File: config.mk
export PLATFORM = sky130hd
export DESIGN_NAME = hash_arbiter_flat
export DESIGN_NICKNAME = d
export VERILOG_FILES = /design/src/rtl/hash_arb_pkg.sv /design/src/rtl/hash_arbiter_if.sv /design/src/rtl/hash_arbiter_rr_picker.sv /design/src/rtl/hash_arbiter.sv /design/src/flat_wrapper.sv
export SDC_FILE = /design/constraint.sdc
export NUM_CORES = 1
export LEC_CHECK = 0
export BUFFER_PORTS_ARGS = -buffer_cell sky130_fd_sc_hd__buf_2
export CAP_MARGIN = 25
export CORE_AREA = 5 5 227 229
export DETAILED_ROUTE_END_ITERATION = 7
export DIE_AREA = 0 0 232 234
export PLACE_DENSITY = 0.52
export RECOVER_POWER = 100
export SLEW_MARGIN = 20
export SYNTH_ARGS = -nofsm -noshare
export SYNTH_HDL_FRONTEND = slang
export SYNTH_SLANG_ARGS = --single-unit
File: constraint.sdc
create_clock -name clk -period 5.2 [get_ports clk]
set_input_delay 0.78 -clock clk [delete_from_list [all_inputs] [get_ports clk]]
set_output_delay 0.78 -clock clk [all_outputs]
set_load 0.01 [all_outputs]
File: src/rtl/hash_arb_pkg.sv
// Shared definitions for hash_arbiter: FSM encoding, watchdog default and
// round-robin pointer advance.
package hash_arb_pkg;

  typedef enum logic [2:0] {
    IDLE,
    START,
    RUN,
    FLUSH,
    FIN
  } arb_state_t;

  localparam int unsigned DEFAULT_TIMEOUT_CYCLES = 4096;

  function automatic int unsigned rr_next(input int unsigned idx, input int unsigned n);
    return (idx + 1) % n;
  endfunction

endpackage

File: src/rtl/hash_arbiter_if.sv
// Core-side bus between hash_arbiter (master) and the shared SHAKE core (slave).
interface hash_arbiter_if #(
  parameter int unsigned IO_WIDTH   = 32,
  parameter int unsigned ADDR_WIDTH = 4
);
  logic                  h_start;
  logic [IO_WIDTH-1:0]   h_in_len;
  logic [IO_WIDTH-1:0]   h_out_len;
  logic [ADDR_WIDTH-1:0] h_addr;
  logic                  h_rd_en;
  logic [IO_WIDTH-1:0]   h_rd_data;
  logic [IO_WIDTH-1:0]   h_dout;
  logic                  h_dout_valid;
  logic                  h_dout_ready;
  logic                  h_done;
  logic                  h_force_done;
  logic                  h_force_done_ack;

  modport master (
    output h_start, h_in_len, h_out_len, h_rd_data, h_dout_ready, h_force_done,
    input  h_addr, h_rd_en, h_dout, h_dout_valid, h_done, h_force_done_ack
  );

  modport slave (
    input  h_start, h_in_len, h_out_len, h_rd_data, h_dout_ready, h_force_done,
    output h_addr, h_rd_en, h_dout, h_dout_valid, h_done, h_force_done_ack
  );
endinterface

File: src/rtl/hash_arbiter_rr_picker.sv
// Combinational round-robin one-hot select: first valid requester at or above
// the pointer, wrapping around.
module rr_picker #(
  parameter int unsigned NUM_REQ = 4,
  parameter int unsigned IDX_W   = (NUM_REQ > 1) ? $clog2(NUM_REQ) : 1
) (
  input  logic [NUM_REQ-1:0] i_valid,
  input  logic [IDX_W-1:0]   i_ptr,
  output logic [NUM_REQ-1:0] o_onehot
);
  logic             w_found;
  logic [IDX_W-1:0] w_idx;

  always_comb begin
    o_onehot = '0;
    w_found  = 1'b0;
    w_idx    = '0;
    for (int unsigned off = 0; off < NUM_REQ; off++) begin
      w_idx = IDX_W'((32'(i_ptr) + off) % NUM_REQ);
      if (!w_found && i_valid[w_idx]) begin
        o_onehot[w_idx] = 1'b1;
        w_found         = 1'b1;
      end
    end
  end
endmodule

File: src/rtl/hash_arbiter.sv
// Round-robin arbiter sharing one SHAKE core among NUM_REQ requesters.
// Optional RUN watchdog compiled in with macro HASH_ARB_WATCHDOG_EN.
module hash_arbiter
  import hash_arb_pkg::*;
#(
  parameter int unsigned NUM_REQ        = 4,
  parameter int unsigned IO_WIDTH       = 32,
  parameter int unsigned ADDR_WIDTH     = 4,
  parameter int unsigned TIMEOUT_CYCLES = DEFAULT_TIMEOUT_CYCLES
) (
  input  logic                         clk,
  input  logic                         rst,
  input  logic [NUM_REQ-1:0]           req_valid,
  input  logic [NUM_REQ*IO_WIDTH-1:0]  req_in_len,
  input  logic [NUM_REQ*IO_WIDTH-1:0]  req_out_len,
  output logic [NUM_REQ-1:0]           req_grant,
  output logic [ADDR_WIDTH-1:0]        req_rd_addr,
  output logic [NUM_REQ-1:0]           req_rd_en,
  input  logic [NUM_REQ*IO_WIDTH-1:0]  req_rd_data,
  output logic [IO_WIDTH-1:0]          req_dout,
  output logic [NUM_REQ-1:0]           req_dout_valid,
  input  logic [NUM_REQ-1:0]           req_dout_ready,
  output logic [NUM_REQ-1:0]           req_done,
  output logic [NUM_REQ-1:0]           req_err,
  hash_arbiter_if.master               core
);
  localparam int unsigned IDX_W = (NUM_REQ > 1) ? $clog2(NUM_REQ) : 1;
  localparam int unsigned LOG2W = $clog2(IO_WIDTH);

  arb_state_t          r_state;
  logic [IDX_W-1:0]    r_rr_ptr, r_sel, w_sel_idx;
  logic [NUM_REQ-1:0]  w_pick, r_grant, r_done;
  logic [IO_WIDTH-1:0] r_in_len, r_out_len, r_beat, w_words;
  logic                r_start, r_force, r_hdone;
  logic                w_run, w_dout_ready, w_beat, w_complete, w_wd_fire, w_abort;

  rr_picker #(.NUM_REQ(NUM_REQ), .IDX_W(IDX_W)) u_picker (
    .i_valid  (req_valid),
    .i_ptr    (r_rr_ptr),
    .o_onehot (w_pick)
  );

  always_comb begin
    w_sel_idx = '0;
    for (int unsigned i = 0; i < NUM_REQ; i++)
      if (w_pick[i]) w_sel_idx = IDX_W'(i);
  end

  assign w_words      = (r_out_len >> LOG2W) + IO_WIDTH'(|r_out_len[LOG2W-1:0]);
  assign w_run        = (r_state == RUN);
  // Ready drops as soon as the last beat has been accepted.
  assign w_dout_ready = w_run && (r_beat != w_words) && req_dout_ready[r_sel];
  assign w_beat       = w_dout_ready && core.h_dout_valid;
  assign w_complete   = (r_beat == w_words) && (r_hdone || core.h_done);

  always_comb begin
    req_rd_addr    = '0;
    req_rd_en      = '0;
    req_dout       = '0;
    req_dout_valid = '0;
    core.h_rd_data = '0;
    if (w_run) begin
      req_rd_addr           = core.h_addr;
      req_rd_en[r_sel]      = core.h_rd_en;
      core.h_rd_data        = req_rd_data[r_sel*IO_WIDTH +: IO_WIDTH];
      req_dout              = core.h_dout;
      req_dout_valid[r_sel] = core.h_dout_valid;
    end
  end

  always_ff @(posedge clk) begin
    if (rst) begin
      r_state   <= IDLE;
      r_rr_ptr  <= '0;
      r_sel     <= '0;
      r_grant   <= '0;
      r_in_len  <= '0;
      r_out_len <= '0;
      r_beat    <= '0;
      r_start   <= 1'b0;
      r_force   <= 1'b0;
      r_hdone   <= 1'b0;
      r_done    <= '0;
    end else begin
      r_start <= 1'b0;
      r_done  <= '0;
      unique case (r_state)
        IDLE: if (|req_valid) begin
          r_sel     <= w_sel_idx;
          r_grant   <= w_pick;
          r_in_len  <= req_in_len[w_sel_idx*IO_WIDTH +: IO_WIDTH];
          r_out_len <= req_out_len[w_sel_idx*IO_WIDTH +: IO_WIDTH];
          r_beat    <= '0;
          r_hdone   <= 1'b0;
          r_start   <= 1'b1;
          r_state   <= START;
        end
        START: begin
          r_hdone <= core.h_done;
          r_state <= RUN;
        end
        RUN: begin
          if (w_beat)      r_beat  <= r_beat + IO_WIDTH'(1);
          if (core.h_done) r_hdone <= 1'b1;
          if (w_complete || w_wd_fire) begin
            r_force <= 1'b1;
            r_state <= FLUSH;
          end
        end
        FLUSH: if (core.h_force_done_ack) begin
          r_force <= 1'b0;
          r_done  <= w_abort ? '0 : r_grant;
          r_state <= FIN;
        end
        FIN: begin
          r_rr_ptr <= IDX_W'(rr_next(32'(r_sel), NUM_REQ));
          r_grant  <= '0;
          r_state  <= IDLE;
        end
        default: r_state <= IDLE;
      endcase
    end
  end

`ifdef HASH_ARB_WATCHDOG_EN
  localparam int unsigned WD_W = $clog2(TIMEOUT_CYCLES + 1);
  logic [WD_W-1:0]    r_wdog;
  logic               r_abort;
  logic [NUM_REQ-1:0] r_err;

  // Fires on the TIMEOUT_CYCLES-th consecutive RUN cycle without progress.
  assign w_wd_fire = w_run && !(core.h_rd_en || w_beat) && (r_wdog == WD_W'(TIMEOUT_CYCLES - 1));
  assign w_abort   = r_abort;
  assign req_err   = r_err;

  always_ff @(posedge clk) begin
    if (rst || !w_run || core.h_rd_en || w_beat) r_wdog <= '0;
    else                                         r_wdog <= r_wdog + WD_W'(1);
    if (rst || r_state == IDLE)                  r_abort <= 1'b0;
    else if (w_wd_fire && !w_complete)           r_abort <= 1'b1;
    if (rst) r_err <= '0;
    else     r_err <= (r_state == FLUSH && core.h_force_done_ack && r_abort) ? r_grant : '0;
  end
`else
  assign w_wd_fire = 1'b0;
  assign w_abort   = 1'b0;
  assign req_err   = '0;
`endif

  assign req_grant         = r_grant;
  assign req_done          = r_done;
  assign core.h_start      = r_start;
  assign core.h_in_len     = r_in_len;
  assign core.h_out_len    = r_out_len;
  assign core.h_force_done = r_force;
  assign core.h_dout_ready = w_dout_ready;
endmodule

File: src/flat_wrapper.sv
// flat-port wrapper written by rule: the top's interface ports become plain ports
module hash_arbiter_flat import hash_arb_pkg::*;
#(
  parameter int unsigned NUM_REQ        = 4,
  parameter int unsigned IO_WIDTH       = 32,
  parameter int unsigned ADDR_WIDTH     = 4,
  parameter int unsigned TIMEOUT_CYCLES = DEFAULT_TIMEOUT_CYCLES
)
  (clk, rst, req_valid, req_in_len, req_out_len, req_grant, req_rd_addr, req_rd_en, req_rd_data, req_dout, req_dout_valid, req_dout_ready, req_done, req_err, core_h_start, core_h_in_len, core_h_out_len, core_h_rd_data, core_h_dout_ready, core_h_force_done, core_h_addr, core_h_rd_en, core_h_dout, core_h_dout_valid, core_h_done, core_h_force_done_ack);
  hash_arbiter_if #(.IO_WIDTH(IO_WIDTH), .ADDR_WIDTH(ADDR_WIDTH)) core_i ();
  input  logic clk;
  input  logic rst;
  input  logic [NUM_REQ-1:0] req_valid;
  input  logic [NUM_REQ*IO_WIDTH-1:0] req_in_len;
  input  logic [NUM_REQ*IO_WIDTH-1:0] req_out_len;
  output logic [NUM_REQ-1:0] req_grant;
  output logic [ADDR_WIDTH-1:0] req_rd_addr;
  output logic [NUM_REQ-1:0] req_rd_en;
  input  logic [NUM_REQ*IO_WIDTH-1:0] req_rd_data;
  output logic [IO_WIDTH-1:0] req_dout;
  output logic [NUM_REQ-1:0] req_dout_valid;
  input  logic [NUM_REQ-1:0] req_dout_ready;
  output logic [NUM_REQ-1:0] req_done;
  output logic [NUM_REQ-1:0] req_err;
  output wire logic [$bits(core_i.h_start)-1:0] core_h_start;
  output wire logic [$bits(core_i.h_in_len)-1:0] core_h_in_len;
  output wire logic [$bits(core_i.h_out_len)-1:0] core_h_out_len;
  output wire logic [$bits(core_i.h_rd_data)-1:0] core_h_rd_data;
  output wire logic [$bits(core_i.h_dout_ready)-1:0] core_h_dout_ready;
  output wire logic [$bits(core_i.h_force_done)-1:0] core_h_force_done;
  input wire logic [$bits(core_i.h_addr)-1:0] core_h_addr;
  input wire logic [$bits(core_i.h_rd_en)-1:0] core_h_rd_en;
  input wire logic [$bits(core_i.h_dout)-1:0] core_h_dout;
  input wire logic [$bits(core_i.h_dout_valid)-1:0] core_h_dout_valid;
  input wire logic [$bits(core_i.h_done)-1:0] core_h_done;
  input wire logic [$bits(core_i.h_force_done_ack)-1:0] core_h_force_done_ack;
  assign core_h_start = core_i.h_start;
  assign core_h_in_len = core_i.h_in_len;
  assign core_h_out_len = core_i.h_out_len;
  assign core_h_rd_data = core_i.h_rd_data;
  assign core_h_dout_ready = core_i.h_dout_ready;
  assign core_h_force_done = core_i.h_force_done;
  assign core_i.h_addr = core_h_addr;
  assign core_i.h_rd_en = core_h_rd_en;
  assign core_i.h_dout = core_h_dout;
  assign core_i.h_dout_valid = core_h_dout_valid;
  assign core_i.h_done = core_h_done;
  assign core_i.h_force_done_ack = core_h_force_done_ack;
  hash_arbiter #(.NUM_REQ(NUM_REQ), .IO_WIDTH(IO_WIDTH), .ADDR_WIDTH(ADDR_WIDTH), .TIMEOUT_CYCLES(TIMEOUT_CYCLES)) u_core (.clk(clk), .rst(rst), .req_valid(req_valid), .req_in_len(req_in_len), .req_out_len(req_out_len), .req_grant(req_grant), .req_rd_addr(req_rd_addr), .req_rd_en(req_rd_en), .req_rd_data(req_rd_data), .req_dout(req_dout), .req_dout_valid(req_dout_valid), .req_dout_ready(req_dout_ready), .req_done(req_done), .req_err(req_err), .core(core_i));
endmodule
==> flow_summary.json <==
{
  "status": "finished, violations left",
  "violations": "capacitance limit, slew limit",
  "die_area_sq_mm": 0.0543,
  "clk_latency_ns": 0.44,
  "cp_slowest_cell": "nor2_1",
  "crit_buf_inv": 2,
  "r2r_end": "u_core.core.h_out_len[10]",
  "grt_start_max_net_pins": 68,
  "place.gp.congestion": 1.09,
  "fin_skew_ns": 0.0183,
  "hold_ws_ns": 0.486,
  "setup_viol": 0,
  "drv_slew": 88,
  "antenna_cells": 0,
  "p_int_mw": 2.25,
  "yosysWarnings": 0,
  "swShare_pct": 38.9,
  "async_reset_ff_share_pct": 0,
  "vias": 11100,
  "htree_levels": 4,
  "final_design_area_no_fill_sq_mm": 0.0130,
  "rows": 82,
  "end_kind": "output pin",
  "synth_seq_area_share_pct": 25.2,
  "antenna_found_initial": 11,
  "crit_fanout": 43,
  "final_util_pct": 26.3,
  "synthToLayoutAreaGrowth_pct": 43.8,
  "synth-seq-cells": 114,
  "cp-start-kind": "register",
  "ioPinCount": 589,
  "yosysMostFrequentCell": "nor2_1",
  "hold_path.class": "register to register",
  "drt-initial-drc-count": 771,
  "grt_use_total_pct": 18.8,
  "wire_per_inst_um": 23.1,
  "fin_nets": 2100,
  "path_delay_family": "simple AND/OR/NAND/NOR gates",
  "synth_top_flop_cell": "dfxtp_1",
  "reg2reg_depth": 10,
  "min_from": "u_core.r_hdone",
  "rsz0062_at_grt": "no",
  "synthesis.area_sq_mm": 0.00905,
  "power_frac_comb_pct": 37.1,
  "grt_pass1_wl_mm": 74.6,
  "synth.top_cells.by_count": "162 x nor2_1, 125 x a211oi_1, 114 x dfxtp_1",
  "path_cells": "nand2b_1, nor2_1, clkbuf_2, and2_0, buf_2",
  "yosysTopAreaCell": "dfxtp_1",
  "vias_per_cell": 4.74,
  "clk_pin_slew_ns": 0.06,
  "postCtsSetupBuffers": 0,
  "tns_ns": 0,
  "critPathRequiredTime_ns": 4.42,
  "cts_buffer_depth": 2,
  "final_antenna_net_count": 0,
  "cts_sinks": 114,
  "hold_viol_final": 0,
  "pwr-share-clk_pct": 32.3,
  "drc": 0,
  "finalCritPeriodShare_pct": 89.3,
  "dr.pass1.iters": 5,
  "fin_crit_ns": 4.65,
  "numCtsBuffers": 17,
  "hpwl_mm": 45.6,
  "wl_mm": 54.1,
  "ys_types": 66,
  "power_mw": 3.67,
  "grt_pass1_vias": 10500,
  "slowest_delay_ns": 1.41,
  "worst_pin_slew_ns": 3.02,
  "portBuffers": 584,
  "die_y_um": 234,
  "maxCapViolations": 2,
  "postCtsResizedCells": 0,
  "synth.area.top_cells": "dfxtp_1 25%, a211oi_1 10%, mux4_2 9.0%, mux2i_1 7.3%, nor2_1 6.7%",
  "cp.arrival_ns": 3.87,
  "syn_area_per_cell_sq_um": 8.03,
  "seqPwrFrac_pct": 30.6,
  "syn-instance-count": 1127,
  "root_buffer": "clkbuf_16",
  "gr-total-overflow": 0,
  "maxSlewHeadroom_pct": -101,
  "power_density_mw_per_mm2": 282,
  "regToRegStartpoint": "u_core.r_rr_ptr[0]",
  "critical_path_class": "register to output pin",
  "die_w_um": 232,
  "p_leak_nw": 5.58,
  "synth_enable_flop_cells": 0,
  "max_freq_mhz": 215,
  "synth_top_cell_area_share_pct": 25.2,
  "power.net_switching_mw": 1.43,
  "drive_above_1_share_pct": 34.2,
  "vdd_drop_max_mv": 0.251,
  "design.core.area_sq_mm": 0.0495,
  "ctsHoldBuffers": 0,
  "cts_tree": "built",
  "placed_area_sq_mm": 0.0126,
  "reg2reg_slack_ns": 0.57,
  "floorplan.initialDensity_pct": 18.3,
  "whs_endpoint": "u_core.r_hdone",
  "holdPathStages": 2
}
-- layer usage --
layer | routed length, um | global-route usage, % | vias up
met3 | 3930 | 5.28 | 32
met5 | 13 | 0 | -
li1 | - | - | 5254
met2 | 24300 | 29.0 | 386
met1 | 25100 | 26.7 | 5424
met4 | 743 | 2.84 | 2
-- state kept, by name, indices dropped and copies added (netlist names) --
| signal | flops |
|---|---|
| u_core.core.h_force_done | 1 |
| u_core.core.h_in_len | 32 |
| u_core.core.h_out_len | 32 |
| u_core.core.h_start | 1 |
| u_core.r_beat | 32 |
| u_core.r_hdone | 1 |
| u_core.r_rr_ptr | 2 |
| u_core.r_sel | 2 |
| u_core.r_state | 3 |
| u_core.req_done | 4 |
| u_core.req_grant | 4 |
-- worst register-to-register path, delay by kind of cell, from the launching register on --
| kind | cells | cell delay, ns |
|---|---|---|
| adders and majority gates | 1 | 0.40 |
| DFF | 1 | 0.52 |
| and+or+nand+nor | 2 | 0.26 |
| muxes | 1 | 0.57 |
| buffers and inverters | 2 | 0.53 |
| AOI/OAI and AO/OA | 4 | 2.15 |
-- stage by stage --
stage,setup WS [ns],std cells
global placement,0.930,2307
global route,0.229,2339
CTS,0.474,2339
finish,0.555,2339
detailed placement,0.916,2307
floorplan,1.58,1130
-- placed cells by master (no fill, tap or decap), drive strengths merged, types with 4 or more instances in the layout --
| cell | n |
|---|---|
| a31oi | 15 |
| xnor2 | 21 |
| and2 | 75 |
| ha | 12 |
| nor2b | 7 |
| nand4 | 17 |
| a21oi | 22 |
| dfxtp | 114 |
| nor2 | 162 |
| o211ai | 6 |
| a211oi | 125 |
| nor3b | 10 |
| buf | 481 |
| or4 | 16 |
| clkinv | 7 |
| conb | 4 |
| or2 | 6 |
| nand3 | 54 |
| nor4 | 10 |
| nor3 | 75 |
| a2bb2oi | 4 |
| xor2 | 8 |
| mux4 | 36 |
| inv | 19 |
| o21a | 4 |
| mux2i | 66 |
| a22oi | 5 |
| and4 | 4 |
| nand2 | 38 |
| clkbuf | 144 |
| nand2b | 5 |
| and3 | 16 |
| or3 | 14 |
| o311ai | 4 |
| a211o | 5 |
| o21ai | 13 |
-- worst max-delay path by stage --
stage	start	cells after the start	to	slack, ns
2_1_floorplan	u_core.core.h_out_len[0]	11	core_h_dout_ready	1.58
3_3_place_gp	u_core.core.h_out_len[0]	12	core_h_dout_ready	0.93
3_5_place_dp	u_core.r_rr_ptr[0]	10	u_core.core.h_out_len[10]	0.92
4_1_cts	u_core.core.h_out_len[0]	12	core_h_dout_ready	0.47
5_1_grt	u_core.r_state[1]	5	req_dout_valid[3]	0.23
6_report	u_core.r_state[1]	5	req_dout[4]	0.55
-- power groups by stage --
stage	Clock, mW	Sequential (mW)	Combinational, mW
floorplan	0	1.12	0.765
global placement	0	1.14	1.41
detailed placement	0	1.14	1.41
CTS	1.22	1.13	1.42
global route	1.25	1.15	1.49
finish	1.19	1.13	1.36
-- area by class of cell --
cell class              count  area, sq um
fillers                  5533        36400
clock inverters            15          159
flip-flops and latches    114         2280
repair buffers            608         2940
multi-input cells         897         6300
clock buffers              17          425
inverters                  16         60.1
well taps                 672          841
-- kinds of logic (layout without fill, tap and decap cells) --
kind of cell / after synthesis / count (layout) / share of synthesized area, %
simple gates: 514 / 514 / 28.9
compound gates: 233 / 233 / 18.9
buf+inv: 119 / 656 / 5.70
flops: 114 / 114 / 25.2
mux: 104 / 104 / 16.5
xor+xnor: 30 / 30 / 3.06
fa+ha+maj: 12 / 12 / 1.66
other cells: 1 / 4 / 0.0414
Note: power is estimated with default switching activity, not from simulation.
